### config.mk
export PLATFORM = sky130hd
export DESIGN_NAME = tick_gen
export DESIGN_NICKNAME = d
export VERILOG_FILES = /design/src/rtl/tick_gen.sv
export SDC_FILE = /design/constraint.sdc
export NUM_CORES = 1
export LEC_CHECK = 0
export CORE_MARGIN = 1.5
export CORE_UTILIZATION = 50
export DETAILED_ROUTE_END_ITERATION = 6
export PLACE_DENSITY = 0.75
export SLEW_MARGIN = 5
export SYNTH_ARGS = -nofsm -noshare
export SYNTH_HDL_FRONTEND = slang
export SYNTH_SLANG_ARGS = --single-unit
### constraint.sdc
create_clock -name clk -period 12.5 [get_ports clk]
set_clock_uncertainty 0.2 [all_clocks]
set_input_delay 2.5 -clock clk [delete_from_list [all_inputs] [get_ports clk]]
set_output_delay 2.5 -clock clk [all_outputs]
set_load 0.03 [all_outputs]
### src/rtl/tick_gen.sv
// rtl/tick_gen.sv - programmable prescaler emitting one-cycle en ticks for timer
//
// Optional build macro: TICK_GEN_BURST_EN (adds burst_len / burst_done and
// the stop-after-N-ticks behaviour; without it the generator free-runs).
//
// Ports:
//   clk         clock, rising-edge
//   r           asynchronous active-low reset
//   start       run request (IDLE/HOLD -> RUN)
//   stop        hold request (RUN -> HOLD), wins over start
//   clr         synchronous clear to IDLE, highest priority
//   div_in      new divisor value
//   div_load    divisor load valid
//   div_ready   divisor load ready (low while a RUN-time load is pending)
//   en          registered one-cycle tick
//   running     high while in RUN
//   burst_len   ticks per burst, 0 = unlimited    (TICK_GEN_BURST_EN only)
//   burst_done  pulse with the final burst tick   (TICK_GEN_BURST_EN only)

module tick_gen #(
    parameter int DIV   = 4,
    parameter int WIDTH = 8
) (
    input  logic             clk,
    input  logic             r,
    input  logic             start,
    input  logic             stop,
    input  logic             clr,
    input  logic [WIDTH-1:0] div_in,
    input  logic             div_load,
    output logic             div_ready,
    output logic             en,
`ifdef TICK_GEN_BURST_EN
    input  logic [WIDTH-1:0] burst_len,
    output logic             burst_done,
`endif
    output logic             running
);

    typedef enum logic [1:0] {
        IDLE = 2'd0,
        RUN  = 2'd1,
        HOLD = 2'd2
    } state_t;

    localparam logic [WIDTH-1:0] DIV_RST = WIDTH'(DIV);

    state_t           state, state_n;
    logic [WIDTH-1:0] cnt, cnt_n;
    logic [WIDTH-1:0] div_q, div_n;
    logic [WIDTH-1:0] shadow, shadow_n;
    logic             pending, pending_n;
    logic             en_n;
    logic             xfer;
    logic             tick;
`ifdef TICK_GEN_BURST_EN
    logic [WIDTH-1:0] bcnt, bcnt_n;
    logic             bdone_n;
`endif

    // Last counter value of a period for divisor d; 0 and 1 both tick every cycle.
    function automatic logic [WIDTH-1:0] last_of(input logic [WIDTH-1:0] d);
        return (d == '0) ? '0 : d - WIDTH'(1);
    endfunction

    always_comb begin
        state_n   = state;
        cnt_n     = cnt;
        div_n     = div_q;
        shadow_n  = shadow;
        pending_n = pending;
        en_n      = 1'b0;
        tick      = 1'b0;
        xfer      = div_load && !pending && !clr;
`ifdef TICK_GEN_BURST_EN
        bcnt_n    = bcnt;
        bdone_n   = 1'b0;
`endif
        if (clr) begin
            // A pending shadow divisor is committed on the way out of RUN;
            // a load offered in this same cycle is dropped (xfer is low).
            state_n   = IDLE;
            cnt_n     = '0;
            pending_n = 1'b0;
            if (pending) begin
                div_n = shadow;
            end
        end else begin
            case (state)
                IDLE: begin
                    cnt_n = '0;
                    if (xfer) begin
                        div_n = div_in;
                    end
                    if (start && !stop) begin
                        state_n = RUN;
`ifdef TICK_GEN_BURST_EN
                        bcnt_n  = '0;
`endif
                    end
                end
                HOLD: begin
                    if (xfer) begin
                        div_n = div_in;
                        cnt_n = '0;
                    end
                    if (start && !stop) begin
                        state_n = RUN;
                    end
                end
                RUN: begin
                    // >= rather than == so a shrunken divisor can never
                    // leave the counter stranded above its wrap point.
                    tick = (cnt >= last_of(div_q));
                    if (tick) begin
                        en_n  = 1'b1;
                        cnt_n = '0;
                        if (pending) begin
                            div_n     = shadow;
                            pending_n = 1'b0;
                        end
`ifdef TICK_GEN_BURST_EN
                        bcnt_n = bcnt + WIDTH'(1);
                        if ((burst_len != '0) && (bcnt_n == burst_len)) begin
                            bdone_n = 1'b1;
                            state_n = IDLE;
                        end
`endif
                    end else begin
                        cnt_n = cnt + WIDTH'(1);
                    end

                    if (stop && (state_n == RUN)) begin
                        state_n = HOLD;
                        if (!tick) begin
                            cnt_n = cnt;
                        end
                    end

                    if (state_n != RUN) begin
                        // Leaving RUN: divisor changes take effect now, and
                        // the kept count is pulled back into range.
                        if (pending) begin
                            div_n = shadow;
                        end
                        if (xfer) begin
                            div_n = div_in;
                        end
                        pending_n = 1'b0;
                        if (cnt_n > last_of(div_n)) begin
                            cnt_n = '0;
                        end
                    end else if (xfer) begin
                        shadow_n  = div_in;
                        pending_n = 1'b1;
                    end
                end
                default: begin
                    state_n = IDLE;
                    cnt_n   = '0;
                end
            endcase
        end
    end

    always_ff @(posedge clk or negedge r) begin
        if (!r) begin
            state   <= IDLE;
            cnt     <= '0;
            div_q   <= DIV_RST;
            shadow  <= '0;
            pending <= 1'b0;
            en      <= 1'b0;
`ifdef TICK_GEN_BURST_EN
            bcnt       <= '0;
            burst_done <= 1'b0;
`endif
        end else begin
            state   <= state_n;
            cnt     <= cnt_n;
            div_q   <= div_n;
            shadow  <= shadow_n;
            pending <= pending_n;
            en      <= en_n;
`ifdef TICK_GEN_BURST_EN
            bcnt       <= bcnt_n;
            burst_done <= bdone_n;
`endif
        end
    end

    assign running   = (state == RUN);
    assign div_ready = !pending;

endmodule

==> Word level (Yosys, flattened, before mapping) <==
Cells that the tools add are included.
{ "totals": {"ff_bits": 28, "latchBits": 0, "mem_bits_rw": 0, "mem_bits_ro": 0, "input_bits": 14, "output_inout_bits": 3, "word_cells": 73, "memories": 0} }
{ "classes": {"add_sub_neg": 3, "multipliers": 0, "div_mod_pow": 0, "n_lt_le_gt_ge": 2, "eq_ne": 6, "n_shift": 0, "muxes": 37, "bitwise": 2, "reduce_logical": 17} }
{ "op_table": {"columns": ["cell", "count"], "rows": [
  ["two-way mux 8 bit", 21],
  ["one-hot mux 8 bit (2 select lines)", 2],
  ["zero test 8 bit", 2],
  ["subtractor 8 x 1 -> 8 bit (second input constant)", 2],
  ["two-way mux 2 bit", 5],
  ["adder 8 x 1 -> 8 bit (second input constant)", 1],
  ["greater-or-equal comparator 8 bit", 1],
  ["greater-than comparator 8 bit", 1],
  ["two-way mux 1 bit", 8],
  ["!= test 3 x 1 -> 1 bit (second input constant)", 2],
  ["logical AND 1 bit", 4],
  ["one-hot mux 2 bit (2 select lines)", 1],
  ["AND reduction 2 bit", 2],
  ["AND reduction 4 bit", 1],
  ["nonzero test 4 bit", 1],
  ["zero test 1 bit", 3],
  ["!= test 3 bit (second input constant)", 1],
  ["nonzero test 3 bit", 1],
  ["equality test 2 x 1 -> 1 bit (second input constant)", 1],
  ["equality test 2 bit (second input constant)", 1],
  ["zero test 2 bit", 1],
  ["!= test 2 x 1 -> 1 bit (second input constant)", 1],
  ["NOT 1 bit", 2],
  ["nonzero test 2 bit", 1],
  ["OR reduction 2 bit", 1]
]} }

==> Longest topological paths before layout <==
{ "depth": {"depth_word": 16, "depth_mapped": 20, "depth_no_buf": 19} }

==> Least setup slack after synthesis <==
Ideal clock, no wire load.
{ "synth_timing": {"path_kind": "input port to flip-flop", "startpoint": "input clr", "endpoint": "register cnt[1]", "setup_time_ps": 122, "arrival_time_ps": 5039, "required_time_ps": 12178, "path_slack_ps": 7140, "path_stages": 17, "n_path_buf": 2, "path_cell_list": "buf_6 -> nor2b_4 -> buf_6 -> mux2i_1 -> o21ai_2 -> inv_1 -> ha_1 -> nand3b_4 -> nor2_1 -> and3_1 -> a21oi_1 -> ha_1 -> nand4_1 -> a211o_1 -> nand4b_1 -> o21bai_1 -> a32o_1"} }
{ "synth_between": {"elab_chain_len": 13} }
{ "synth_lines": {"columns": ["element", "line", "source"], "rows": [
  ["start: declaration", "28", "input logic clr,"],
  ["zero test 1 bit", "74", "xfer = div_load && !pending && !clr;"],
  ["logical AND 1 bit", "74", null],
  ["two-way mux 8 bit", "146", "if (xfer) begin"],
  ["two-way mux 8 bit", "140", "if (state_n != RUN) begin"],
  ["two-way mux 8 bit", "89", "case (state)"],
  ["two-way mux 8 bit", "79", "if (clr) begin"],
  ["subtractor 8 x 1 -> 8 bit / zero test 8 bit (equally long branches)", "63", "return (d == '0) ? '0 : d - WIDTH'(1);"],
  ["two-way mux 8 bit", "63", null],
  ["greater-than comparator 8 bit", "150", "if (cnt_n > last_of(div_n)) begin"],
  ["two-way mux 8 bit", "150", null],
  ["two-way mux 8 bit", "140", null],
  ["one-hot mux 8 bit (2 select lines)", "89", null],
  ["two-way mux 8 bit", "79", null],
  ["end signal: assignment", "180", "cnt <= cnt_n;"],
  ["end: declaration", "49", "logic [WIDTH-1:0] cnt, cnt_n;"]
]} }
Several ways; a longest one is shown, not always the timed one. The select of a mux whose other input is x is not followed.
A chain may end at the register's enable or synchronous reset.

==> Worst setup path in the final report <==
Ends and elaborated chain as after synthesis.

==> summary.md <==
| Metric | Value |
|---|---|
| Min Tclk post-route | between 6 and 7 ns |
| Clk sink count | 28 |
| FF+latch count, synth | 28 |
| First-pass GRT wire length | 9820 um |
| Vias | 2086 |
| Area Overhead vs Synth | 10.0% |
| Core area | ~4700 um2 |
| Htree depth | 1 |
| Met1 Use GR | 0.315 |
| Slew headroom | 0.399 |
| CTS tree | built |
| Met3 Usage GRT | 0.0331 |
| Final hold vios | 0 |
| DR WL/cell | about 16 um |
| GRT Total Usage | 0.238 |
| Most Crowded Layer GR | met2 |
| Vias/cell | 5.84 |
| Commonest non-fill, non-tap cell in the layout | nand2_1 |
| Setup crit end kind | flip-flop |
| Final Cycle Share | 0.508 |
| Fin util | 0.569 |
| FILL cells | approximately 420 |
| Vias in the first global route | 2043 |
| Max Cap Violations | 0 |
| Post-synthesis cell count | between 200 and 300 |
| Site Rows | 25 |
| Total power | about 270 uW |
| Nets@finish | between 300 and 400 |
| I/O pin count | 17 |
| Delay of the slowest cell on the worst path | 0.78 ns |
| Critical Path, Cell by Cell | clkdlybuf4s50_1, nor2b_4, mux2i_1, o21ai_2, inv_1, ha_1, nand3b_4, nor2_1, nand2_1, nand2_1, ha_1, nand4_1, nand2_1, a211o_1, nand4b_1, o21bai_1, a32o_1 |
| CP Launch Type | input port |
| Die Width | 72.9 um |
| Hold WS | 0.314 ns |
| Cell variety after synth | 64 |
| Number of synthesized flops with an enable pin | 0 |
| Die Ht | 72.9 um |
| Arrival @ worst endpoint | 6.34 ns |
| Yosys warns | 0 |
| Status | finished, final reports clean |
| PostCTS Resize Cnt | 0 |
| Drt first-iter violations | 144 |
| Syn avg cell area | 8.75 um2 |
| Async SR Flop Fraction | 1.00 |
| Grt total ovfl | 0 |
| First-pass iteration count of the detailed router | 4 |
| Layout cells sized above 1 | 0.117 |
| P_leak | 1.22 nW |
| Initial antenna violation count | 0 |
| # Post-CTS Setup Buffers | 0 |
| Clock transition at the registers of the reported paths | ~0.1 ns |
| Number of diodes | 0 |
| PD cells | 100 nW/um2 |
| DIE AREA | 5310 um2 |
| Most common cell on crit path | nand2_1 |
| Initial core utilization | 0.517 |
| Critical path peak fanout | 19 |
| IO Port Bufs | 16 |
| Synthesized Nets | 312 |
| ANT nets after route | 0 |
| Critical path buffer and inverter count | 2 |
| Largest net degree at the start of global routing | 29 |
| Delay-heaviest family, CP | simple AND/OR/NAND/NOR gates |
| Register area share after synthesis | 0.288 |
| Total wire length | 5690 um |
| Flop2flop setup slack | about 7.6 ns |
| Hold Crit Class | reg -> reg |
| Max-slew violations | 0 |
| Slowest CP cell | clkdlybuf4s50_1 |
| Dominant synthesized flop cell | dfrtp_1 |
| Endpoints failing setup | 0 |
| M2 GR Usage | 0.406 |
| RSZ-0062 raised after global routing | false |
| Critical path class | in -> reg |
| Worst EP required | 12.48 ns |
| Final TNS setup | 0 ns |
| Slew at the pin closest to its max-slew limit | 0.902 ns |
| GPL Wtd Cong | 0.914 |
| Peak supply drop | 0.0824 mV |
| Root buf cell | clkbuf_8 |
| DRC viols | 0 |
| Worst skew pair latency | 0.28 ns |
| Fmax | 157 MHz |
| Most frequent cells in the layout | 36 x nand2_1, 30 x a21oi_1, 27 x dfrtp_1 |
| TritonCTS Buffers | 3 |
| CTS Hold Bufs | 0 |
| Mapped Area | 2440 um2 |
| CTS Buffer Depth | 2 |
| Hpwl dp | 4380 um |
worst paths after layout:
| path | cells after the start | endpoint | from |
|---|---|---|---|
| min in group asynchronous | 2 | state[0] | r |
| worst max-delay path | 17 | cnt[1] | clr |
| max in group asynchronous | 2 | async pin | r |
| worst max register to register | 18 | cnt[1] | flip-flop |
| worst min register to register | 1 | shadow[3] | shadow[3] |
| worst min-delay path | 1 | shadow[3] | shadow[3] |
layout make-up:
class,count,area [um2],area share
tap,67,83.8,0.0312
multi-input combinational,228,1630,0.606
clock buffer,4,55.1,0.0205
inverter,13,48.8,0.0182
timing repair buffer,17,168,0.0624
sequential,28,702,0.261
worst register-to-register path, cell delays in order, from the launching register on:
cell and delay [ns]:
dfrtp_1 0.45, inv_1 0.10, ha_1 0.15, nor2b_1 0.24
nand3b_1 0.15, or3_1 0.41, and2_1 0.20, ha_1 0.26
o21ai_0 0.09, a211oi_2 0.50, nand2b_1 0.46, a21oi_1 0.12
ha_1 0.35, nand4_1 0.14, nand2_1 0.07, a211o_1 0.30
nand4b_1 0.25, o21bai_1 0.13, a32o_1 0.21
layer usage:
layer	part of all wire	up-vias	wire length (um)
met3	0.035	7	199
li1	-	1058	-
met4	0.011	0	61
met2	0.48	40	2720
met5	0	-	0
met1	0.48	981	2710
cell families (layout without fill, tap and decap cells):
group / Yosys count / in the layout / share of synthesized area
AO/OA/AOI/OAI: 86 / 86 / 0.252
XOR/XNOR: 7 / 7 / 0.0251
adder cells (fa/ha/maj): 19 / 19 / 0.0974
buffers and inverters: 23 / 34 / 0.0451
flip-flops: 28 / 28 / 0.288
multiplexers: 17 / 17 / 0.0759
AND/OR/NAND/NOR: 99 / 99 / 0.217
stage by stage:
stage	cells	instance area [um2]	worst slack, ns
final	357	2690	6.15
after global routing	357	2690	5.80
after CTS	357	2690	6.21
after detailed placement	353	2630	5.90
after global placement	353	2630	6.02
after floorplan	279	2440	7.14
synthesized netlist by cell type, types with 7 or more instances:
| cell type | number | area share |
|---|---|---|
| nand2_1 | 36 | 0.055 |
| mux2i_1 | 8 | 0.033 |
| a21oi_1 | 30 | 0.062 |
| dfrtp_1 | 27 | 0.28 |
| ha_1 | 19 | 0.097 |
| inv_1 | 12 | 0.018 |
| nor2_1 | 14 | 0.022 |
| o21ai_0 | 7 | 0.014 |
| mux2_2 | 8 | 0.037 |
| a21o_1 | 8 | 0.025 |
where the power goes:
group          leakage, nW  internal [mW]  total (mW)  switching (mW)
combinational        0.823         0.0452      0.0970          0.0518
clock               0.0288         0.0283      0.0587          0.0304
sequential           0.365          0.101       0.114          0.0127
total                 1.22          0.175       0.270          0.0949
Power figures use the tool's default switching activity.
